$ cat src/rtl/sram_wbuf_ctrl.sv
// Core-side front end for the external SRAM: posted writes go through an in-order
// write buffer drained to W0; reads go to R0 or are forwarded from the buffer.
module sram_wbuf_ctrl #(
    parameter int ADDR_W   = 26,
    parameter int DATA_W   = 32,
    parameter int WB_DEPTH = 4
) (
    input  logic              clk,
    input  logic              rst_n,
    input  logic              req_valid,
    input  logic              req_write,
    input  logic [ADDR_W-1:0] req_addr,
    input  logic [DATA_W-1:0] req_wdata,
    output logic              req_ready,
    output logic              rsp_valid,
    output logic [DATA_W-1:0] rsp_rdata,
    output logic              wb_empty,
    output logic [ADDR_W-1:0] W0_addr,
    output logic [DATA_W-1:0] W0_data,
    output logic              W0_valid,
    input  logic              W0_ready,
    output logic [ADDR_W-1:0] R0_addr,
    output logic              R0_valid,
    input  logic              R0_ready,
    input  logic [DATA_W-1:0] R0_data
);
    localparam int PTR_W = $clog2(WB_DEPTH);
    localparam logic [PTR_W:0] FULL_CNT = (PTR_W+1)'(WB_DEPTH);

    typedef enum logic [1:0] {W_IDLE, W_REQ, W_GAP} w_state_t;
    typedef enum logic [1:0] {R_IDLE, R_REQ, R_GAP, R_RSP} r_state_t;

    // Every channel transfers on a rising edge where its valid and ready are both 1;
    // a raised valid and its address/data stay stable until that edge.
    logic [ADDR_W-1:0] r_buf_addr [WB_DEPTH];
    logic [DATA_W-1:0] r_buf_data [WB_DEPTH];
    logic [PTR_W-1:0]  r_head, r_tail;
    logic [PTR_W:0]    r_count, w_count_nxt;
    w_state_t          r_wstate, w_wstate_nxt;
    r_state_t          r_rstate, w_rstate_nxt;
    logic [ADDR_W-1:0] r_w0_addr, r_r0_addr;
    logic [DATA_W-1:0] r_w0_data, r_rsp_rdata, w_hit_data;
    logic              r_wb_empty;
    logic              w_full, w_push, w_pop, w_rd_acc, w_hit, w_w0_load;

    assign w_full    = (r_count == FULL_CNT);
    assign req_ready = req_write ? !w_full : (r_rstate == R_IDLE);
    assign w_push    = req_valid && req_write && !w_full;
    assign w_pop     = (r_wstate == W_REQ) && W0_ready;
    assign w_rd_acc  = req_valid && !req_write && (r_rstate == R_IDLE);

    assign W0_valid  = (r_wstate == W_REQ);
    assign W0_addr   = r_w0_addr;
    assign W0_data   = r_w0_data;
    assign R0_valid  = (r_rstate == R_REQ);
    assign R0_addr   = r_r0_addr;
    assign rsp_valid = (r_rstate == R_GAP) || (r_rstate == R_RSP);
    assign rsp_rdata = r_rsp_rdata;
    assign wb_empty  = r_wb_empty;

    // Scan oldest to youngest so the youngest matching entry wins.
    always_comb begin
        w_hit      = 1'b0;
        w_hit_data = '0;
        for (int k = 0; k < WB_DEPTH; k++) begin
            if (((PTR_W+1)'(k) < r_count) && (r_buf_addr[r_head + PTR_W'(k)] == req_addr)) begin
                w_hit      = 1'b1;
                w_hit_data = r_buf_data[r_head + PTR_W'(k)];
            end
        end
    end

    always_comb begin
        w_count_nxt = r_count;
        case ({w_push, w_pop})
            2'b10:   w_count_nxt = r_count + 1'b1;
            2'b01:   w_count_nxt = r_count - 1'b1;
            default: w_count_nxt = r_count;
        endcase
    end

    always_comb begin
        w_wstate_nxt = r_wstate;
        w_w0_load    = 1'b0;
        case (r_wstate)
            W_IDLE: if (r_count != '0) begin
                w_wstate_nxt = W_REQ;
                w_w0_load    = 1'b1;
            end
            W_REQ:   if (W0_ready) w_wstate_nxt = W_GAP;
            W_GAP:   w_wstate_nxt = W_IDLE;
            default: w_wstate_nxt = W_IDLE;
        endcase
    end

    always_comb begin
        w_rstate_nxt = r_rstate;
        case (r_rstate)
            R_IDLE:  if (w_rd_acc) w_rstate_nxt = w_hit ? R_RSP : R_REQ;
            R_REQ:   if (R0_ready) w_rstate_nxt = R_GAP;
            R_GAP:   w_rstate_nxt = R_IDLE;
            R_RSP:   w_rstate_nxt = R_IDLE;
            default: w_rstate_nxt = R_IDLE;
        endcase
    end

    // Entry storage needs no reset: only the first r_count entries from r_head are live.
    always_ff @(posedge clk) begin
        if (w_push) begin
            r_buf_addr[r_tail] <= req_addr;
            r_buf_data[r_tail] <= req_wdata;
        end
    end

    always_ff @(posedge clk or negedge rst_n) begin
        if (!rst_n) begin
            r_wstate    <= W_IDLE;
            r_rstate    <= R_IDLE;
            r_head      <= '0;
            r_tail      <= '0;
            r_count     <= '0;
            r_w0_addr   <= '0;
            r_w0_data   <= '0;
            r_r0_addr   <= '0;
            r_rsp_rdata <= '0;
            r_wb_empty  <= 1'b1;
        end else begin
            r_wstate   <= w_wstate_nxt;
            r_rstate   <= w_rstate_nxt;
            r_count    <= w_count_nxt;
            r_wb_empty <= (w_count_nxt == '0) && (w_wstate_nxt == W_IDLE);
            if (w_push) r_tail <= r_tail + 1'b1;
            if (w_pop)  r_head <= r_head + 1'b1;
            if (w_w0_load) begin
                r_w0_addr <= r_buf_addr[r_head];
                r_w0_data <= r_buf_data[r_head];
            end
            if (w_rd_acc) begin
                if (w_hit) r_rsp_rdata <= w_hit_data;
                else       r_r0_addr   <= req_addr;
            end else if ((r_rstate == R_REQ) && R0_ready) begin
                r_rsp_rdata <= R0_data;
            end
        end
    end
endmodule

$ cat config.mk
export PLATFORM = sky130hd
export DESIGN_NAME = sram_wbuf_ctrl
export DESIGN_NICKNAME = d
export VERILOG_FILES = /design/src/rtl/sram_wbuf_ctrl.sv
export SDC_FILE = /design/constraint.sdc
export NUM_CORES = 1
export LEC_CHECK = 0
export CAP_MARGIN = 25
export CELL_PAD_IN_SITES_DETAIL_PLACEMENT = 0
export CELL_PAD_IN_SITES_GLOBAL_PLACEMENT = 2
export CORE_MARGIN = 8
export CORE_UTILIZATION = 43
export CTS_BUF_LIST = sky130_fd_sc_hd__clkbuf_8
export CTS_CLUSTER_SIZE = 12
export DETAILED_ROUTE_END_ITERATION = 16
export PLACE_DENSITY_LB_ADDON = 0.1
export SLEW_MARGIN = 0
export SYNTH_ARGS = -nofsm -noshare
export SYNTH_HDL_FRONTEND = slang
export SYNTH_SLANG_ARGS = --single-unit
export TNS_END_PERCENT = 20
$ cat constraint.sdc
create_clock -name clk -period 9.97 [get_ports clk]
set_clock_uncertainty 0.2 [all_clocks]
set_input_delay 1.4955 -clock clk [delete_from_list [all_inputs] [get_ports clk]]
set_output_delay 1.4955 -clock clk [all_outputs]
set_load 0.03 [all_outputs]
==> results of run 1 <==
[flip-flops by register name (all words and copies together), names as in the netlist]
register / count
r_rstate: 2
r_wstate: 2
r_tail: 2
W0_data: 32
wb_empty: 1
r_count: 3
r_buf_data: 128
r_head: 2
r_buf_addr: 104
R0_addr: 26
rsp_rdata: 32
W0_addr: 26
[placed cells by master, fill, tap and decap left out, types with 5 or more instances in the layout]
cell type | synthesis | routed
sky130_fd_sc_hd__and2_1 | 11 | 7
sky130_fd_sc_hd__ha_1 | 10 | 10
sky130_fd_sc_hd__edfxtp_1 | 232 | 232
sky130_fd_sc_hd__nor2b_1 | 6 | 5
sky130_fd_sc_hd__a21oi_1 | 66 | 66
sky130_fd_sc_hd__o2111ai_1 | 36 | 36
sky130_fd_sc_hd__o21ai_0 | 144 | 144
sky130_fd_sc_hd__buf_4 | 11 | 26
sky130_fd_sc_hd__a22oi_1 | 5 | 5
sky130_fd_sc_hd__o221ai_1 | 22 | 22
sky130_fd_sc_hd__clkinv_1 | 0 | 10
sky130_fd_sc_hd__clkbuf_8 | 0 | 77
sky130_fd_sc_hd__mux2_2 | 96 | 96
sky130_fd_sc_hd__nor4_1 | 13 | 13
sky130_fd_sc_hd__nor3b_1 | 19 | 19
sky130_fd_sc_hd__nand2b_1 | 8 | 8
sky130_fd_sc_hd__o2bb2ai_1 | 5 | 5
sky130_fd_sc_hd__o221a_2 | 33 | 33
sky130_fd_sc_hd__dfrtp_1 | 127 | 125
sky130_fd_sc_hd__clkinv_2 | 0 | 6
sky130_fd_sc_hd__a222oi_1 | 5 | 5
sky130_fd_sc_hd__nor3_1 | 8 | 8
sky130_fd_sc_hd__nand2_1 | 171 | 171
sky130_fd_sc_hd__clkdlybuf4s50_1 | 0 | 215
sky130_fd_sc_hd__xor2_1 | 25 | 25
sky130_fd_sc_hd__inv_1 | 24 | 47
sky130_fd_sc_hd__nand3_1 | 44 | 44
sky130_fd_sc_hd__o211ai_1 | 5 | 5
sky130_fd_sc_hd__a221oi_1 | 5 | 5
sky130_fd_sc_hd__mux2_4 | 30 | 30
sky130_fd_sc_hd__xnor2_1 | 58 | 58
sky130_fd_sc_hd__nand4_1 | 13 | 13
sky130_fd_sc_hd__mux2i_1 | 217 | 217
sky130_fd_sc_hd__a2111oi_0 | 14 | 14
sky130_fd_sc_hd__mux4_2 | 33 | 33
sky130_fd_sc_hd__o22ai_1 | 11 | 11
sky130_fd_sc_hd__nor2_1 | 76 | 76
[per-layer routing]
metal / part of all wire / up-vias
met5: 0.00020 / -
met4: 0.018 / 2
met3: 0.071 / 88
met2: 0.43 / 571
met1: 0.48 / 7701
li1: - / 7115
[stage by stage]
step           hold slack [ns]  setup WS [ns]  total power [mW]  utilization
2_1_floorplan           0.2908          5.463             4.747            -
3_3_place_gp            0.2612          3.329             5.857       0.4865
3_5_place_dp            0.2707          3.289             5.881       0.4866
4_1_cts                 0.2835          3.666             7.360       0.5147
5_1_grt                 0.3172          3.560             7.731       0.5154
6_report                0.2757          3.888             7.313       0.5154
[critical path: stages (launching register included)]
cell                        delay, ns
sky130_fd_sc_hd__dfrtp_4         1.10
sky130_fd_sc_hd__buf_12          0.41
sky130_fd_sc_hd__mux2i_1         0.50
sky130_fd_sc_hd__o21ai_0         0.27
sky130_fd_sc_hd__o22a_1          0.27
sky130_fd_sc_hd__a2111oi_0       0.79
sky130_fd_sc_hd__and4_2          0.40
sky130_fd_sc_hd__buf_4           0.47
sky130_fd_sc_hd__and2_1          0.20
sky130_fd_sc_hd__or4b_1          0.15
sky130_fd_sc_hd__a22o_2          0.14
sky130_fd_sc_hd__buf_4           0.57
sky130_fd_sc_hd__mux2_2          0.40
[power breakdown]
part | switching (mW) | leakage [nW] | internal [mW]
Sequential | 0.285 | 3.66 | 1.94
Combinational | 2.17 | 4.77 | 1.48
Clock | 0.635 | 0.777 | 0.807
Total | 3.09 | 9.21 | 4.22
[layout make-up]
cell class,count,area [sq um],share of cell area
clock buffers,77,1060,0.04307
repair buffers,246,2431,0.09879
well taps,615,769.5,0.03127
diodes,2,5.005,0.0002034
clock inverters,45,285.3,0.01159
inverters,24,95.09,0.003864
multi-input cells,1244,9784,0.3976
flip-flops and latches,360,10180,0.4136
[final timing paths]
kind,start,to,slack [ns],cells past startpoint
max,r_head[1],rsp_rdata[1],3.89,12
min,W0_addr[8],W0_addr[8],0.28,2
max reg2reg,r_head[1],rsp_rdata[1],3.89,12
min reg2reg,W0_addr[8],W0_addr[8],0.28,2
max in group asynchronous,rst_n,rsp_rdata[29],7.51,2
min in group asynchronous,rst_n,R0_addr[9],0.68,1
[logic make-up after synthesis]
| kind of cell | count (synthesis) | synth area share |
|---|---|---|
| xor+xnor | 83 | 0.03492 |
| flops | 360 | 0.4886 |
| simple gates | 390 | 0.08740 |
| buf+inv | 179 | 0.04358 |
| fa+ha+maj | 10 | 0.006011 |
| mux | 377 | 0.2142 |
| compound gates | 384 | 0.1253 |
==> flow_metrics.tcl, run 1 <==
set metrics [dict create \
    filler_cell_count 4352 \
    cp.required_ns 10.27 \
    final_area_sq_um 24610 \
    die-height_um 236.0 \
    worstHoldPathType "register to register" \
    slew-limit-headroom 0.2952 \
    yosys_warnings 0 \
    viasPerCell 5.923 \
    timing.critical_path.to_type "register" \
    clock_sink_count 360 \
    worst_setup_path_start_kind "register" \
    grt_residual_overflow 0 \
    postRouteWirelength_um 65790 \
    drt_first_pass_iters 6 \
    finalMaxSlewViolations 0 \
    synth_seq_cells 360 \
    max_cap_viol_count 0 \
    cts_root_buffer "sky130_fd_sc_hd__clkbuf_8" \
    cts_tree "done" \
    first_drt_iteration_drcs 1267 \
    postSynth.asyncResetShare 0.3556 \
    post-route-period-util 0.6100 \
    via_count_of_the_first_global_routing_pass 15659 \
    grt_antenna_before_repair 3 \
    netlist_top_cells_count "sky130_fd_sc_hd__edfxtp_1, sky130_fd_sc_hd__mux2i_1, sky130_fd_sc_hd__nand2_1" \
    grt_first_pass_wirelength_um 99150 \
    yosysTopAreaCell "sky130_fd_sc_hd__edfxtp_1" \
    cts.htree.levels 3 \
    pin_count 217 \
    vdd_drop_max_v 0.0002091 \
    route.detailed.wl_per_inst_um 25.18 \
    setup_viol 0 \
    grt_max_degree 114 \
    use_met2 0.3440 \
    critPathMaxFanout 65 \
    synth_ff_type "sky130_fd_sc_hd__edfxtp_1" \
    total_placed_instance_area_sq_um 23230 \
    synthToLayoutAreaGrowth_pct 18.22 \
    post_synth.cell_area_avg_sq_um 11.67 \
    syn-num-nets 1889 \
    hold_violations 0 \
    run_status "complete, no violations" \
    placement.io_buffers 216 \
    grt_use_met1 0.3395 \
    route.vias.total 15477 \
    dieArea_sq_um 55710 \
    cp.arrival_ns 6.38 \
    postCtsHoldBufs 0 \
    number_of_buffers_on_the_longest_clock_path 3 \
    synth.top_cells.by_area "sky130_fd_sc_hd__edfxtp_1, sky130_fd_sc_hd__dfrtp_1, sky130_fd_sc_hd__mux2i_1, sky130_fd_sc_hd__mux2_2, sky130_fd_sc_hd__mux4_2" \
    core_area_sq_um 47750 \
    die-width_um 236.0 \
    grt_util_met3 0.04419 \
    numnets_final 2049 \
    drc 0 \
    mappedNetlistArea_sq_um 20820 \
    worst_skew_pair.late_latency_ns 0.62 \
    synth.distinct_cells 72 \
    synthesized_instance_count 1783 \
    synth_edf_count 232 \
    grt_setup_unrepaired "false" \
    leakage_power_nw 9.210 \
    yosysSeqAreaShare 0.4886 \
    gr-usage-all-layers 0.2312 \
    worst_slew_pin_slew_ns 1.057 \
    synthMostInstantiatedCell "sky130_fd_sc_hd__edfxtp_1" \
    dpl.cell_count 2488 \
    floorplan.initialDensity 0.4360 \
    grt_most_used_layer "met2" \
    ant_nets 0 \
    final_layout_size_suffix_gt1_frac 0.1663 \
    critPathKind "register to register" \
    cts_buffers 67 \
    num_rows 80 \
    place.detailed.hpwl_um 43010 \
    final.setup.tns_ns 0 \
    min_period_ns 6.082 \
    postCtsSetupRepairBufs 0 \
    clkTransAtPathRegs_ns 0.06 \
    fmax_mhz 164.4 \
    cts.repair.resized 0 \
    synth_top_area_share 0.3347 \
    finalWeightedCongestion 0.9440 \
    power-per-cell-area_nw_per_um2 297.2 \
    final-instance-count-excl-fill 2613 \
]
(Power assumes the default switching activity.)
==> run 2: changes to the inputs <==
CORE_UTILIZATION = 36   (was 43)
clock period = 5.1 ns   (was 9.97 ns; I/O delays follow)
==> run 2 against run 1 <==
  * Register-to-register slack worse by 3.4 ns
  * Die area is 18% higher
  * Cell count is 7.4% higher
  * Critical endpoint unchanged
  * Largest power group unchanged
  * Highest routed layer is now met4
==> flow_metrics.tcl, run 2 (synthesis results as in run 1) <==
set metrics [dict create \
    worstHoldPathType "register to register" \
    grt_first_pass_wirelength_um 105100 \
    min_period_ns 4.645 \
    drc 0 \
    final_area_sq_um 25160 \
    floorplan.initialDensity 0.3622 \
    crit_path_buf_inv_count 2 \
    power-per-cell-area_nw_per_um2 574.9 \
    post-route-period-util 0.9108 \
    largest_registers_in_the_final_layout "r_buf_data (128), r_buf_addr (104)" \
    final.setup.tns_ns 0 \
    viasPerCell 5.602 \
    slew-limit-headroom 0.3248 \
    cts_buffers 72 \
    max_cap_viol_count 0 \
    grt_antenna_before_repair 0 \
    critical-path-slowest-cell "sky130_fd_sc_hd__dfrtp_4" \
    cts.htree.levels 3 \
    num_rows 88 \
    setup_viol 0 \
    worst_slew_pin_slew_ns 1.013 \
    finalWeightedCongestion 0.8919 \
    reg2reg_from "r_head[0]" \
    timing.critical_path.from "r_head[0]" \
    cp_slowest_stage_delay_ns 0.78 \
    core_area_sq_um 57480 \
    preCtsSetupSlack_ns 0.3578 \
    drt_first_pass_iters 7 \
    ant_nets 0 \
    pin_count 217 \
    layout.core_utilization 0.4378 \
    total_placed_instance_area_sq_um 23790 \
    gr-usage-all-layers 0.2107 \
    ff2ff_setup_slack_ns 0.45 \
    cts_root_buffer "sky130_fd_sc_hd__clkbuf_8" \
    postRouteWirelength_um 71200 \
    final_layout_size_suffix_gt1_frac 0.1808 \
    crit_chain "buf_4 > mux4_2 > xnor2_1 > o2111ai_1 > nor4_1 > nand4_1 > nor2b_4 > or4b_1 > a22o_2 > buf_12 > mux2_2" \
    numnets_final 2087 \
    die-width_um 256.5 \
    vdd_drop_max_v 0.0005199 \
    grt_residual_overflow 0 \
    timing.critical_path.to_type "register" \
    critical_path.top_delay_family "simple AND/OR/NAND/NOR gates" \
    fin_ws_ns 0.4548 \
    first_drt_iteration_drcs 1264 \
    cts_tree "done" \
    dieArea_sq_um 65770 \
    number_of_buffers_on_the_longest_clock_path 3 \
    most-common-layout-cells "sky130_fd_sc_hd__edfxtp_1, sky130_fd_sc_hd__mux2i_1, sky130_fd_sc_hd__clkdlybuf4s50_1" \
    critPathKind "register to register" \
    finalMaxSlewViolations 0 \
    route.detailed.wl_per_inst_um 25.38 \
    grt_max_degree 130 \
    antenna_cells 0 \
    run_status "complete, no violations" \
    fmax_mhz 215.3 \
    clkTransAtPathRegs_ns 0.05 \
    final-instance-count-excl-fill 2806 \
    filler_cell_count 5411 \
    dpl.cell_count 2671 \
    min-delay-start "W0_data[7]" \
    placement.io_buffers 216 \
    cp.arrival_ns 4.97 \
    largest-register "r_buf_data" \
    critPathMaxFanout 30 \
    route.vias.total 15718 \
    postCtsSetupRepairBufs 0 \
    layout_commonest_cell "sky130_fd_sc_hd__edfxtp_1" \
    cp.required_ns 5.42 \
    via_count_of_the_first_global_routing_pass 15936 \
    hold_violations 0 \
    clock_sink_count 360 \
    place.detailed.hpwl_um 47350 \
    final.hold.worst_slack_ns 0.2737 \
    worst_skew_pair.late_latency_ns 0.66 \
    total_power_mw 14.46 \
    worst_setup_path_start_kind "register" \
    leakage_power_nw 9.441 \
    largest_reg_flops 128 \
    synthToLayoutAreaGrowth_pct 20.87 \
    grt_setup_unrepaired "false" \
    die-height_um 256.5 \
]
## run 2: area by class of cell
| type | instances | area [sq um] | share of cell area |
|---|---|---|---|
| clock buffers | 82 | 1129 | 0.04486 |
| clock inverters | 52 | 236.5 | 0.009399 |
| inverters | 24 | 95.09 | 0.003779 |
| multi-input cells | 1244 | 9788 | 0.3890 |
| flip-flops and latches | 360 | 10180 | 0.4045 |
| well taps | 765 | 957.2 | 0.03804 |
| repair buffers | 279 | 2776 | 0.1103 |
## run 2: what timing repair did
item	CTS	global route
endpoints found under the hold margin	59	0
setup endpoints to repair	0	0
gates resized for setup	0	0
hold buffers	1	0
## run 2: routing by layer
metal	GRT usage	vias up	part of all wire
met5	0	-	0
met4	0.05593	0	0.023
met3	0.05264	110	0.067
met2	0.3156	538	0.43
met1	0.3009	7856	0.48
li1	-	7214	-
## run 2: final timing paths
path,to,cells past startpoint
max in group asynchronous,rsp_rdata[27],3
setup / recovery,rsp_rdata[1],11
hold / removal,W0_data[7],2
min in group asynchronous,R0_addr[14],2
setup reg to reg,rsp_rdata[1],11
hold reg to reg,W0_data[7],2
## run 2: where the power goes
group,switching (mW),internal (mW)
registers,0.476,3.79
clock network,1.32,1.47
logic,4.43,2.97
total,6.22,8.24
## run 2: worst reg2reg max path, cell delays in order (launching register included)
cell and delay (ns):
sky130_fd_sc_hd__dfrtp_4 0.78, sky130_fd_sc_hd__buf_4 0.28, sky130_fd_sc_hd__mux4_2 0.53, sky130_fd_sc_hd__xnor2_1 0.43, sky130_fd_sc_hd__o2111ai_1 0.35, sky130_fd_sc_hd__nor4_1 0.42
sky130_fd_sc_hd__nand4_1 0.32, sky130_fd_sc_hd__nor2b_4 0.22, sky130_fd_sc_hd__or4b_1 0.19, sky130_fd_sc_hd__a22o_2 0.22, sky130_fd_sc_hd__buf_12 0.21, sky130_fd_sc_hd__mux2_2 0.37
==> run 3: changes to the inputs <==
CORE_UTILIZATION = 41   (was 36)
DONT_BUFFER_PORTS = 1   (was not set)
==> run 3 against run 2 <==
  * Worst hold slack got worse by 0.20 ns
  * Clock power barely moved
  * Cell count fell by 9.5%
  * Routed wire length fell by 1.4%
  * Critical path type unchanged
  * Highest routed layer is now met5
==> flow_metrics.tcl, run 3 (synthesis results as in run 1) <==
set metrics [dict create \
    met3_wirelength_um 5621 \
    power.share.combinational 0.419 \
    pwr-share-clk 0.204 \
    largest_reg_flops 128 \
    pin_count 217 \
    route.vias.total 15247 \
    floorplan.initialDensity 0.4149 \
    drt_first_pass_iters 6 \
    cts.htree.levels 3 \
    min-delay-start "req_addr[3]" \
    critPathMaxFanout 56 \
    filler_cell_count 4667 \
    final_layout_size_suffix_gt1_frac 0.1905 \
    top_layer_used "met5" \
    drc 0 \
    die-height_um 241.3 \
    power_frac_seq 0.377 \
    final.setup.tns_ns 0 \
    dieArea_sq_um 58240 \
    swShare 0.4448 \
    place.detailed.hpwl_um 45190 \
    grt_residual_overflow 0 \
    preCtsSetupSlack_ns 0.5031 \
    grt_first_pass_wirelength_um 102300 \
    post-route-period-util 0.9142 \
    vdd_drop_max_v 0.0002968 \
    detailroute.wirelength.met2_um 30990 \
    grt_antenna_before_repair 8 \
    most-common-layout-cells "sky130_fd_sc_hd__edfxtp_1, sky130_fd_sc_hd__mux2i_1, sky130_fd_sc_hd__nand2_1" \
    hold_violations 0 \
    worst_skew_pair.late_latency_ns 0.65 \
    route.detailed.wl_per_inst_um 27.65 \
    setup_viol 0 \
    worst_slew_pin_slew_ns 1.065 \
    layout.core_utilization 0.4648 \
    cts_root_buffer "sky130_fd_sc_hd__clkbuf_8" \
    cts_buffers 69 \
    postRouteWirelength_um 70240 \
    critPathKind "register to register" \
    critical_path.reg2reg.endpoint "rsp_rdata[26]" \
    worst_setup_path_start_kind "register" \
    first_drt_iteration_drcs 1223 \
    number_of_buffers_on_the_longest_clock_path 3 \
    p_switching_mw 6.044 \
    worstHoldPathType "primary input to register" \
    worst-r2r-cell-count 11 \
    crit_chain "buf_4 > mux4_2 > xnor2_1 > o2111ai_1 > nor4_1 > nand4_1 > nor2b_4 > buf_4 > o221a_2 > o21ai_0 > mux2_4" \
    total_power_mw 13.59 \
    num_rows 82 \
    ff2ff_setup_slack_ns 0.44 \
    finalMaxSlewViolations 0 \
    synthToLayoutAreaGrowth_pct 12.03 \
    reg2reg_from "r_head[0]" \
    critical_path.top_delay_family "buffers and inverters" \
    core_area_sq_um 50170 \
    finalWeightedCongestion 0.9026 \
    path_common_cell "sky130_fd_sc_hd__buf_4" \
    clock_sink_count 360 \
    min_period_ns 4.663 \
    grt_max_degree 129 \
    largest-register "r_buf_data" \
    hold_depth 1 \
    max_cap_viol_count 0 \
    power-per-cell-area_nw_per_um2 582.8 \
    cp.required_ns 5.42 \
    cp.arrival_ns 4.98 \
    total_placed_instance_area_sq_um 21330 \
    layout_commonest_cell "sky130_fd_sc_hd__edfxtp_1" \
    clkTransAtPathRegs_ns 0.06 \
    timing.critical_path.to_type "register" \
    grt_setup_unrepaired "false" \
    slew-limit-headroom 0.2840 \
    via_count_of_the_first_global_routing_pass 14920 \
    crit_path_buf_inv_count 2 \
    cp_slowest_stage_delay_ns 0.73 \
    numnets_final 1913 \
    gr-usage-all-layers 0.2370 \
    placement.io_buffers 0 \
    final_area_sq_um 23320 \
    fin_ws_ns 0.4375 \
    die-width_um 241.3 \
    cts_tree "done" \
    largest_registers_in_the_final_layout "r_buf_data (128), r_buf_addr (104)" \
    fmax_mhz 214.5 \
    critical-path-slowest-cell "sky130_fd_sc_hd__dfrtp_4" \
    min_to "R0_addr[3]" \
    viasPerCell 6.003 \
    run_status "complete, no violations" \
    met1Wirelength_um 32030 \
    leakage_power_nw 8.752 \
    ant_nets 0 \
    intPower_mw 7.546 \
]
-- run 3: cell count changes in the layout (fill, tap and decap cells not counted), sizes merged --
cell,change
buf,-16
inv,-4
diode,+4
clkbuf,+1
clkdlybuf4s50,-215
clkinv,-3
dlygate4sd3,+60
-- run 3: area by class of cell --
cell class / instances / area (sq um) / share of cell area
repair buffers: 108 / 1059 / 0.04539
flip-flops and latches: 360 / 10180 / 0.4365
clock inverters: 45 / 201.4 / 0.008638
clock buffers: 83 / 1142 / 0.04898
inverters: 24 / 95.09 / 0.004077
diodes: 4 / 10.01 / 0.0004292
well taps: 672 / 840.8 / 0.03605
multi-input cells: 1244 / 9794 / 0.4200
-- run 3: worst reg2reg max path: stages, from the launching register on --
cell and delay (ns):
sky130_fd_sc_hd__dfrtp_4 0.73, sky130_fd_sc_hd__buf_4 0.60, sky130_fd_sc_hd__mux4_2 0.60, sky130_fd_sc_hd__xnor2_1 0.14, sky130_fd_sc_hd__o2111ai_1 0.17, sky130_fd_sc_hd__nor4_1 0.44
sky130_fd_sc_hd__nand4_1 0.32, sky130_fd_sc_hd__nor2b_4 0.18, sky130_fd_sc_hd__buf_4 0.51, sky130_fd_sc_hd__o221a_2 0.31, sky130_fd_sc_hd__o21ai_0 0.07, sky130_fd_sc_hd__mux2_4 0.27
-- run 3: worst max-delay path by stage --
stage                            from       endpoint  depth (start not counted)
final                       r_head[0]  rsp_rdata[26]                         11
after global routing        r_head[0]   rsp_rdata[1]                         11
after CTS                   r_head[0]   rsp_rdata[8]                         11
after detailed placement    r_head[0]  rsp_rdata[13]                         11
after global placement      r_head[0]  rsp_rdata[24]                         11
after floorplan           req_addr[6]  rsp_rdata[10]                         13
-- run 3: per-layer routing --
| metal | track usage | up-vias |
|---|---|---|
| met4 | 0.06340 | 4 |
| met5 | 0 | - |
| met3 | 0.06176 | 114 |
| li1 | - | 6852 |
| met2 | 0.3561 | 561 |
| met1 | 0.3367 | 7716 |
-- run 3: timing repair --
action | in CTS | in global routing
buffers inserted | 0 | 0
hold endpoints to repair | 362 | 0
hold buffers | 62 | 0
gates resized for setup | 0 | 0
-- run 3: stage by stage --
| stage | hold slack (ns) | std cells |
|---|---|---|
| final | 0.07202 | 2540 |
| after global placement | 0.2754 | 2346 |
| after floorplan | 0.2694 | 1783 |
| after CTS | 0.01583 | 2536 |
| after global routing | 0.01320 | 2539 |
| after detailed placement | 0.2754 | 2346 |
-- run 3: power by group through the flow --
stage                     logic (mW)  clock network (mW)  registers (mW)
after floorplan                 4.38                   0            4.90
after global placement          5.58                   0            5.20
after detailed placement        5.58                   0            5.20
after CTS                       5.69                2.86            5.15
after global routing            6.18                3.00            5.23
final                           5.69                2.77            5.13
